[src/rtl/blink_monitor.sv]
// -----------------------------------------------------------------------------
// blink_monitor
//
// Measures a slow blink/pulse input (for example an LED drive line) in CLK
// cycles. Each complete rise-to-rise period is reported with its high time,
// and the input is flagged dead when no rise arrives for TIMEOUT cycles.
//
// Parameters
//   CNT_W       width of the cycle counters and measurement outputs
//   TIMEOUT     maximum rise-to-rise distance before the input is declared dead
//
// Ports
//   CLK         system clock; all state changes on the rising edge
//   RSTn        asynchronous active-low reset
//   Sig_in      asynchronous input to measure
//   High_cnt    high time of the last complete period (cycles)
//   Period_cnt  rise-to-rise period of the last complete period (cycles)
//   Meas_valid  one-cycle strobe when High_cnt / Period_cnt update
//   Timeout     level, high while the input is declared dead
// -----------------------------------------------------------------------------
module blink_monitor #(
  parameter int unsigned      CNT_W   = 23,
  parameter logic [CNT_W-1:0] TIMEOUT = 23'd6_000_000
) (
  input  logic             CLK,
  input  logic             RSTn,
  input  logic             Sig_in,
  output logic [CNT_W-1:0] High_cnt,
  output logic [CNT_W-1:0] Period_cnt,
  output logic             Meas_valid,
  output logic             Timeout
);

  typedef enum logic [1:0] {
    WAIT_RISE = 2'd0,
    MEAS_HIGH = 2'd1,
    MEAS_LOW  = 2'd2
  } state_t;

  // Input conditioning
  logic sync1_q;
  logic sync2_q;
  logic hist_q;
  logic rise_s;
  logic fall_s;

  // Free-running distance counter
  logic [CNT_W-1:0] cnt_q;
  logic [CNT_W-1:0] cnt_d;
  logic             at_limit_s;

  // Measurement FSM and registered outputs
  state_t           state_q;
  state_t           state_d;
  logic [CNT_W-1:0] high_tmp_q;
  logic [CNT_W-1:0] high_tmp_d;
  logic [CNT_W-1:0] high_cnt_q;
  logic [CNT_W-1:0] high_cnt_d;
  logic [CNT_W-1:0] period_cnt_q;
  logic [CNT_W-1:0] period_cnt_d;
  logic             meas_valid_q;
  logic             meas_valid_d;
  logic             timeout_q;
  logic             timeout_d;

  // Two-flop synchronizer plus a history flop for edge detection.
  always_ff @(posedge CLK or negedge RSTn) begin
    if (!RSTn) begin
      sync1_q <= 1'b0;
      sync2_q <= 1'b0;
      hist_q  <= 1'b0;
    end else begin
      sync1_q <= Sig_in;
      sync2_q <= sync1_q;
      hist_q  <= sync2_q;
    end
  end

  // Edges are taken from the synchronized copy only; Sig_in itself is never
  // looked at combinationally.
  assign rise_s = sync2_q & ~hist_q;
  assign fall_s = ~sync2_q & hist_q;

  assign at_limit_s = (cnt_q == TIMEOUT);

  // Distance counter: a rise loads 1 so that the value seen on a later edge
  // equals the number of cycles since that rise; saturates at TIMEOUT.
  always_comb begin
    cnt_d = cnt_q;
    if (rise_s) begin
      cnt_d = CNT_W'(1);
    end else if (at_limit_s) begin
      cnt_d = cnt_q;
    end else begin
      cnt_d = cnt_q + CNT_W'(1);
    end
  end

  // Distance counter register.
  always_ff @(posedge CLK or negedge RSTn) begin
    if (!RSTn) begin
      cnt_q <= '0;
    end else begin
      cnt_q <= cnt_d;
    end
  end

  // Next-state and output logic of the measurement FSM.
  always_comb begin
    state_d      = state_q;
    high_tmp_d   = high_tmp_q;
    high_cnt_d   = high_cnt_q;
    period_cnt_d = period_cnt_q;
    meas_valid_d = 1'b0;
    timeout_d    = timeout_q;

    if (at_limit_s && !rise_s) begin
      // Input dead: drop back to arming. A rise in this very cycle is a
      // legal period of exactly TIMEOUT and is handled below instead.
      state_d   = WAIT_RISE;
      timeout_d = 1'b1;
    end else begin
      case (state_q)
        WAIT_RISE: begin
          // First rise after reset or timeout only arms the block.
          if (rise_s) begin
            state_d   = MEAS_HIGH;
            timeout_d = 1'b0;
          end else begin
            state_d = WAIT_RISE;
          end
        end
        MEAS_HIGH: begin
          if (fall_s) begin
            high_tmp_d = cnt_q;
            state_d    = MEAS_LOW;
          end else begin
            state_d = MEAS_HIGH;
          end
        end
        MEAS_LOW: begin
          // A fall here cannot occur after a proper high phase and is ignored.
          if (rise_s) begin
            period_cnt_d = cnt_q;
            high_cnt_d   = high_tmp_q;
            meas_valid_d = 1'b1;
            timeout_d    = 1'b0;
            state_d      = MEAS_HIGH;
          end else begin
            state_d = MEAS_LOW;
          end
        end
        default: begin
          state_d = WAIT_RISE;
        end
      endcase
    end
  end

  // FSM state and measurement registers.
  always_ff @(posedge CLK or negedge RSTn) begin
    if (!RSTn) begin
      state_q      <= WAIT_RISE;
      high_tmp_q   <= '0;
      high_cnt_q   <= '0;
      period_cnt_q <= '0;
      meas_valid_q <= 1'b0;
      timeout_q    <= 1'b0;
    end else begin
      state_q      <= state_d;
      high_tmp_q   <= high_tmp_d;
      high_cnt_q   <= high_cnt_d;
      period_cnt_q <= period_cnt_d;
      meas_valid_q <= meas_valid_d;
      timeout_q    <= timeout_d;
    end
  end

  assign High_cnt   = high_cnt_q;
  assign Period_cnt = period_cnt_q;
  assign Meas_valid = meas_valid_q;
  assign Timeout    = timeout_q;

endmodule

[config.mk]
export PLATFORM = sky130hd
export DESIGN_NAME = blink_monitor
export DESIGN_NICKNAME = d
export VERILOG_FILES = /design/src/rtl/blink_monitor.sv
export SDC_FILE = /design/constraint.sdc
export NUM_CORES = 1
export LEC_CHECK = 0
export ABC_CLOCK_PERIOD_IN_PS = 6550
export CAP_MARGIN = 5
export CORE_MARGIN = 4
export CORE_UTILIZATION = 59
export DETAILED_ROUTE_END_ITERATION = 12
export GPL_ROUTABILITY_DRIVEN = 0
export PLACE_DENSITY = 0.83
export SLEW_MARGIN = 20
export SYNTH_ARGS = -nofsm -noshare
export SYNTH_HDL_FRONTEND = slang
export SYNTH_SLANG_ARGS = --single-unit
[constraint.sdc]
create_clock -name CLK -period 6.55 [get_ports CLK]
set_clock_uncertainty 0.1 [all_clocks]
set_input_delay 1.31 -clock CLK [delete_from_list [all_inputs] [get_ports CLK]]
set_output_delay 1.31 -clock CLK [all_outputs]
set_load 0.03 [all_outputs]
# == Word-level counts from Yosys, hierarchy flattened ==
# Cells that the tools add are included.
# Widths: inputs -> output; s select.
# classes
reduce_logical,9
mux,13
add_sub_neg,1
eq_ne,4
n_bitwise,5
# op_table
operator,count
$mux 23,2
$add 23x1->23 const B,1
$eq 23x23->1 const B,1
$mux 1,7
$mux 2,3
$pmux 2 s3,1
$reduce_and 3->1,2
$reduce_bool 2->1,2
$not 1->1,3
$and 1x1->1,2
$eq 2x1->1 const B,1
$eq 2x2->1 const B,1
$logic_not 2->1,1
$ne 2x2->1 const B,1
$reduce_and 2->1,1
$reduce_or 2->1,1
$logic_and 1x1->1,1
$logic_not 1->1,1
# totals
out_inout_bits,48
input_bits,3
word_cells,42
regBits,99

# == Longest topological paths before layout ==
# Gate-level depths: netlist (run 1).
# logic_depth
ltp_word,6
ltp_mapped,7
ltp_nobuf,6

# == Least setup slack after synthesis (run 1) ==
# Ideal clock, no wire load.
# synth_path
path_type,reg-to-reg
startpoint,reg cnt_q[0]
endpoint,reg cnt_q[22]
arrival_ns,1.986
period_less_slack_ns,2.163
n_path_buf,1
required_ns,6.373
path_slack_ns,4.387
setup_ns,0.077
path_stages_with_launch,7
cell_sequence,dfrtp_1 -> ha_1 -> nand2_1 -> or4_1 -> buf_2 -> or4_1 -> a21oi_1
# synth_between
elab_chain_len,3
elab_cells_between_ends,5
classes_between,add/sub (1); eq/ne (2); mux (2)
# synth_rtl
item,line,source
from (decl),48,logic [CNT_W-1:0] cnt_q;
from (signal assigned),104,cnt_q <= cnt_d;
$add 23x1->23,95,cnt_d = cnt_q + CNT_W'(1);
$mux 23,92,end else if (at_limit_s) begin
$mux 23,90,if (rise_s) begin
# Several ways; a longest one is shown, not always the timed one. The select of a mux whose other input is x is not followed.
# A chain may end at the register's enable or synchronous reset.

# == Worst setup path after layout (run 1) ==
# layout_path
startpoint,reg high_cnt_q[6] (netlist: High_cnt[6])
endpoint,out High_cnt[6]
# layout_rtl
item,line,source
from (decl),57,logic [CNT_W-1:0] high_cnt_q;
from (signal assigned),172,high_cnt_q <= high_cnt_d;
to (decl),28,"output logic [CNT_W-1:0] High_cnt,"
# No word-level cell between the ends.

==> flow_metrics.env, run 1 <==
export IMPL_outcome="finished, final reports clean"
export IMPL_io_pins=51
export IMPL_ys_ff_latch=99
export IMPL_cts_tree="yes"
export IMPL_grt_pass1_wl_mm=13.17
export IMPL_power_density_nw_per_um2=266.8
export IMPL_start_util_pct=62.34
export IMPL_dr_max_layer_used="met4"
export IMPL_setup_viol=0
export IMPL_critPathTopFamily="buffers and inverters"
export IMPL_rr_worst_depth=6
export IMPL_syn_area_sq_um=4049
export IMPL_post_cts_buffers=0
export IMPL_wl_met2_mm=3.629
export IMPL_final_area_sq_um=4793
export IMPL_syn_inst=303
export IMPL_maxCapViolCount=0
export IMPL_synth_nets=308
export IMPL_first_global_vias=2610
export IMPL_portBuffers=50
export IMPL_root_buffer="clkbuf_8"
export IMPL_yosysSeqAreaShare_pct=61.19
export IMPL_tightest_slew_ns=0.9807
export IMPL_final_hold_violation_count=0
export IMPL_die_area_sq_um=8252
export IMPL_hp_start="sync1_q$_DFF_PN0_"
export IMPL_antenna_cells=0
export IMPL_syn_avg_cell_area_sq_um=13.36
export IMPL_grt_util_all_layers_pct=19.80
export IMPL_htree_levels=3
export IMPL_r2r_end="high_tmp_q[18]$_DFFE_PN0P_"
export IMPL_avgViaCountPerCell=5.845
export IMPL_wl_met3_um=260
export IMPL_area_growth_pct=18.39
export IMPL_wl_met1_mm=3.443
export IMPL_wl_per_cell_um=17.15
export IMPL_final_util_pct=73.80
export IMPL_finalCriticalPeriod_ns=2.825
export IMPL_leakage_uw=0.002189
export IMPL_crit_path_top_delay_cell="clkdlybuf4s50_1"
export IMPL_drtIter0Drc=139
export IMPL_die_h_um=90.84
export IMPL_hpwl_mm=5.087
export IMPL_firstDrtPassIters=4
export IMPL_cts_inserted_buffers=9
export IMPL_grt_setup_unrepaired="no"
export IMPL_cp_end_kind="output port"
export IMPL_grt_ovfl_total=0
export IMPL_yosys_warnings=0
export IMPL_cp_max_fo=2
export IMPL_startpoint_type="register"
export IMPL_postCtsHoldBufs=0
export IMPL_tns_ns=0
export IMPL_slew_headroom_pct=34.62
export IMPL_vdd_drop_max_mv=0.2489
export IMPL_cp_depth=1
export IMPL_drive_above_1_share_pct=26.12
export IMPL_max_stage_delay_ns=0.69
export IMPL_routed_via_count=2531
export IMPL_cts_resized=0
export IMPL_fin_nets=356
export IMPL_grt_antenna_before_repair=0
export IMPL_slew_violations=0
export IMPL_route_detailed_drc=0
export IMPL_reg2reg_slack_ns=3.95
export IMPL_grt_max_degree=82
export IMPL_endpoint="High_cnt[6]"
export IMPL_critPathRequiredTime_ns=5.14
export IMPL_clock_path_buffers=2
export IMPL_startpoint="High_cnt[6]$_DFFE_PN0P_"
export IMPL_yosys_cell_types_count=43
export IMPL_finalPower_uw=1279
export IMPL_cts_sinks=99
export IMPL_crit_chain="clkdlybuf4s50_1"
export IMPL_r2r_start="cnt_q[1]$_DFFE_PN0P_"
export IMPL_crit_type="register to output port"
export IMPL_die_w_um=90.84
export IMPL_ant_nets=0
export IMPL_fmax_mhz=354.0
export IMPL_core_area_sq_um=6495
export IMPL_hold_path_class="register to register"
export IMPL_clkTransAtPathRegs_ns=0.10
export IMPL_cp_num_buf_inv=1
export IMPL_critical_path_arrival_ns=1.41
export IMPL_wirelength_mm=7.428
export IMPL_placed_area_sq_um=4614
export IMPL_rows=29
export IMPL_clk_latency_ns=0.35
export IMPL_hold_ws_ns=0.2583
export IMPL_fin_crit_sh_pct=43.13
==> registers in the layout, summed over array words and instances (netlist names) <==
| register | cells |
|---|---|
| High_cnt | 23 |
| hist_q | 1 |
| Meas_valid | 1 |
| sync2_q | 1 |
| Period_cnt | 23 |
| high_tmp_q | 23 |
| state_q | 2 |
| sync1_q | 1 |
| cnt_q | 23 |
| Timeout | 1 |
==> worst min path at each step <==
stage,end,slack (ns),depth (start not counted)
after floorplan,sync2_q$_DFF_PN0_,0.23,0
after global placement,sync2_q$_DFF_PN0_,0.23,0
after detailed placement,sync2_q$_DFF_PN0_,0.24,0
after CTS,sync2_q$_DFF_PN0_,0.26,0
after global routing,sync2_q$_DFF_PN0_,0.28,0
final,sync2_q$_DFF_PN0_,0.26,0
==> final cells by class <==
type / instances / area, sq um
clock buffers: 11 / 141.4
clock inverters: 5 / 37.54
fillers: 434 / 1702
inverters: 9 / 33.78
multi-input cells: 179 / 1474
flip-flops and latches: 99 / 2477
well taps: 77 / 96.34
repair buffers: 53 / 533.0
==> cells in the final DEF, fill, tap and decap left out, types with 3 or more instances in the layout <==
master	instances
or4_1	6
nor3_1	5
nand2_1	10
inv_1	9
xor2_1	4
nand3_1	7
mux2_2	68
nor4_1	5
dfrtp_1	99
clkdlybuf4s50_1	49
clkbuf_8	10
a21oi_1	9
o21ai_0	5
or3_1	4
xnor2_1	6
nor2_1	17
o31ai_1	4
buf_4	3
==> routing by layer <==
layer	global-route usage (%)	vias up
li1	-	1184
met1	28.62	1283
met2	30.76	54
met3	3.750	10
met4	5.905	0
met5	0	-
==> per-stage QoR <==
| stage | setup WS, ns | std cells |
|---|---|---|
| after CTS | 3.701 | 433 |
| after detailed placement | 3.925 | 417 |
| after global placement | 3.721 | 416 |
| after floorplan | 4.387 | 303 |
| after global routing | 3.680 | 433 |
| final | 3.725 | 433 |
==> cells in the mapped netlist (all sizes together) <==
cell / n / area, sq um
o311ai: 1 / 8.760
nor2: 18 / 67.56
o211ai: 1 / 7.510
nor4b: 2 / 17.52
mux2: 69 / 777.0
nand3b: 1 / 7.510
and4b: 1 / 10.01
a211oi: 1 / 7.510
mux2i: 1 / 10.01
o21a: 1 / 7.510
nor3: 5 / 25.02
and4: 1 / 8.760
o221ai: 1 / 8.760
xnor2: 6 / 52.55
o21bai: 1 / 7.510
o31ai: 4 / 30.03
a22o: 1 / 8.760
nand2: 10 / 37.54
and3: 1 / 6.260
ha: 2 / 25.02
clkbuf: 8 / 30.03
or4: 6 / 45.04
o41ai: 1 / 8.760
a21oi: 9 / 45.04
a31oi: 2 / 12.51
inv: 9 / 33.78
buf: 8 / 52.54
nor4: 5 / 31.28
nand2b: 1 / 6.260
xor2: 4 / 35.03
o21ai: 6 / 30.02
nand3: 8 / 45.04
nand4: 3 / 25.02
dfrtp: 99 / 2477
or3: 6 / 40.03
==> where the power goes <==
part           internal, uW  leakage (uW)  switching, uW
clock network           150     0.0000859            205
logic                  98.1      0.000750            115
registers               663       0.00135           48.0
total                   911       0.00219            368
==> cell families after synthesis <==
| kind of cell | Yosys count | synth area share, % |
|---|---|---|
| XOR/XNOR | 10 | 2.163 |
| multiplexers | 70 | 19.44 |
| buffers and inverters | 25 | 2.874 |
| adder cells (fa/ha/maj) | 2 | 0.6179 |
| AO/OA/AOI/OAI | 29 | 4.512 |
| flip-flops | 99 | 61.19 |
| AND/OR/NAND/NOR | 68 | 9.209 |
Power figures use the tool's default switching activity.
==> run 2: changes to the inputs <==
--- a/config.mk
+++ b/config.mk
@@ -5,13 +5,13 @@
 export SDC_FILE = /design/constraint.sdc
 export NUM_CORES = 1
 export LEC_CHECK = 0
-export ABC_CLOCK_PERIOD_IN_PS = 6550
+export ABC_CLOCK_PERIOD_IN_PS = 2300
 export CAP_MARGIN = 5
 export CORE_MARGIN = 4
-export CORE_UTILIZATION = 59
+export CORE_UTILIZATION = 49
 export DETAILED_ROUTE_END_ITERATION = 12
 export GPL_ROUTABILITY_DRIVEN = 0
-export PLACE_DENSITY = 0.83
+export PLACE_DENSITY = 0.74
 export SLEW_MARGIN = 20
 export SYNTH_ARGS = -nofsm -noshare
 export SYNTH_HDL_FRONTEND = slang
==> constraint.sdc (replaced) <==
create_clock -name CLK -period 2.3 [get_ports CLK]
set_clock_uncertainty 0.1 [all_clocks]
set_input_delay 0.46 -clock CLK [delete_from_list [all_inputs] [get_ports CLK]]
set_output_delay 0.46 -clock CLK [all_outputs]
set_load 0.03 [all_outputs]
==> run 2 against run 1 <==
Compared with the run above:
- via count rose by 1.6%
- final area rose by 2.6%
- sequential power rose to 2.8 times the previous value
- first-iteration DRC count fell by 45%
- clock-buffer cell count fell by 2
- critical endpoint is now cnt_q[21]$_DFFE_PN0P_
- register-to-register slack got worse by 3.8 ns
- sequential cell count did not move
- core utilization fell by 11 points
- highest routed layer unchanged
- combinational power rose to 3.2 times the previous value
==> flow_metrics.env, run 2 (synthesized netlist as in run 1, its figures left out) <==
export IMPL_grt_pass1_wl_mm=13.01
export IMPL_first_global_vias=2649
export IMPL_hold_path_class="register to register"
export IMPL_clkTransAtPathRegs_ns=0.11
export IMPL_tns_ns=0
export IMPL_slew_violations=0
export IMPL_fin_crit_sh_pct=92.83
export IMPL_grt_util_all_layers_pct=16.26
export IMPL_finalCriticalPeriod_ns=2.135
export IMPL_drtIter0Drc=77
export IMPL_wl_per_cell_um=15.46
export IMPL_p_int_uw=2606
export IMPL_critical_path_arrival_ns=2.33
export IMPL_finalWorstSetupSlack_ns=0.1648
export IMPL_cp_end_kind="register"
export IMPL_core_area_sq_um=7888
export IMPL_power_density_nw_per_um2=752.0
export IMPL_avgViaCountPerCell=5.470
export IMPL_outcome="finished, final reports clean"
export IMPL_route_detailed_drc=0
export IMPL_rows=32
export IMPL_portBuffers=50
export IMPL_firstDrtPassIters=4
export IMPL_htree_levels=3
export IMPL_maxCapViolCount=0
export IMPL_die_area_sq_um=9781
export IMPL_die_h_um=98.90
export IMPL_final_hold_violation_count=0
export IMPL_fmax_mhz=468.3
export IMPL_fin_nets=368
export IMPL_final_common_cell="dfrtp_1"
export IMPL_power_switching_uw=1092
export IMPL_tightest_slew_ns=0.5194
export IMPL_cp_max_fo=9
export IMPL_crit_type="register to register"
export IMPL_grt_ovfl_total=0
export IMPL_die_w_um=98.90
export IMPL_grt_antenna_before_repair=0
export IMPL_cts_tree="yes"
export IMPL_io_pins=51
export IMPL_vdd_drop_max_mv=0.5655
export IMPL_ant_nets=0
export IMPL_p_clk_share_pct=27.8
export IMPL_grt_setup_unrepaired="no"
export IMPL_hpwl_mm=5.018
export IMPL_area_growth_pct=21.45
export IMPL_slew_headroom_pct=65.05
export IMPL_combPwrFrac_pct=18.4
export IMPL_hold_ws_ns=0.2758
export IMPL_start_util_pct=51.33
export IMPL_routed_via_count=2571
export IMPL_grt_max_degree=56
export IMPL_antenna_cells=0
export IMPL_setup_viol=0
export IMPL_startpoint_type="register"
export IMPL_cts_sinks=99
export IMPL_drive_above_1_share_pct=28.80
export IMPL_wirelength_mm=7.264
export IMPL_switching_share_pct=29.52
export IMPL_leakage_uw=0.002248
export IMPL_critPathRequiredTime_ns=2.50
export IMPL_pre_cts_ws_ns=0.09696
export IMPL_clk_latency_ns=0.37
export IMPL_clock_path_buffers=2
export IMPL_pwr_share_seq_pct=53.8
export IMPL_cts_inserted_buffers=9
export IMPL_root_buffer="clkbuf_8"
export IMPL_layout_common_cells="dfrtp_1, mux2_2, clkdlybuf4s50_1"
export IMPL_finalPower_uw=3698
[run 2: cell types whose count changed in the layout (fill, tap and decap cells not counted), sizes merged]
cell / delta
buf: +11
clkbuf: -2
inv: +2
dlygate4sd3: +1
[run 2: final timing paths]
kind / start / to / slack [ns] / cells after the start
worst max-delay path: cnt_q[7]$_DFFE_PN0P_ / cnt_q[21]$_DFFE_PN0P_ / 0.16 / 4
worst min-delay path: sync1_q$_DFF_PN0_ / sync2_q$_DFF_PN0_ / 0.28 / 0
worst max register to register: cnt_q[7]$_DFFE_PN0P_ / cnt_q[21]$_DFFE_PN0P_ / 0.16 / 4
worst min register to register: sync1_q$_DFF_PN0_ / sync2_q$_DFF_PN0_ / 0.28 / 0
max in group asynchronous: RSTn / Period_cnt[9]$_DFFE_PN0P_ / 1.08 / 3
min in group asynchronous: RSTn / High_cnt[20]$_DFFE_PN0P_ / 0.33 / 2
[run 2: worst max-delay path, stage by stage, from the launching register on]
cell and delay, ns:
dfrtp_1 0.49, nand4_2 0.19, or4_1 0.69, or4_1 0.45
a21oi_1 0.16
[run 2: layout make-up]
class / instances / area (sq um)
clock buffers: 9 / 123.9
multi-input cells: 179 / 1470
clock inverters: 7 / 58.81
flip-flops and latches: 99 / 2477
inverters: 9 / 33.78
repair buffers: 65 / 625.6
fillers: 620 / 2970
well taps: 102 / 127.6
[run 2: timing repair]
action | in CTS | in global routing
gates resized for setup | 0 | 1
hold endpoints to repair | 3 | 0
setup endpoints to repair | 0 | 1
hold buffers | 1 | 0
setup buffers | 0 | 0
[run 2: power by group through the flow]
stage          registers, uW  clock network [uW]  logic, uW
6_report                1990                1030        681
5_1_grt                 2010                1130        742
4_1_cts                 1990                1060        691
3_5_place_dp            2020                   0        688
3_3_place_gp            2020                   0        674
2_1_floorplan           2130                   0        292
[run 2: metrics by stage]
stage	instances	util [%]	instance area, sq um
after floorplan	303	-	4049
after global placement	453	59.85	4721
after detailed placement	453	59.85	4721
after CTS	470	62.29	4913
after global routing	470	62.34	4917
final	470	62.34	4917
[run 2: layer usage]
layer	global-route usage, %	vias up	part of all wire, %
met5	0	-	0
li1	-	1200	-
met4	6.618	0	1.8
met2	24.38	49	45
met3	3.043	9	4.3
met1	23.39	1313	49
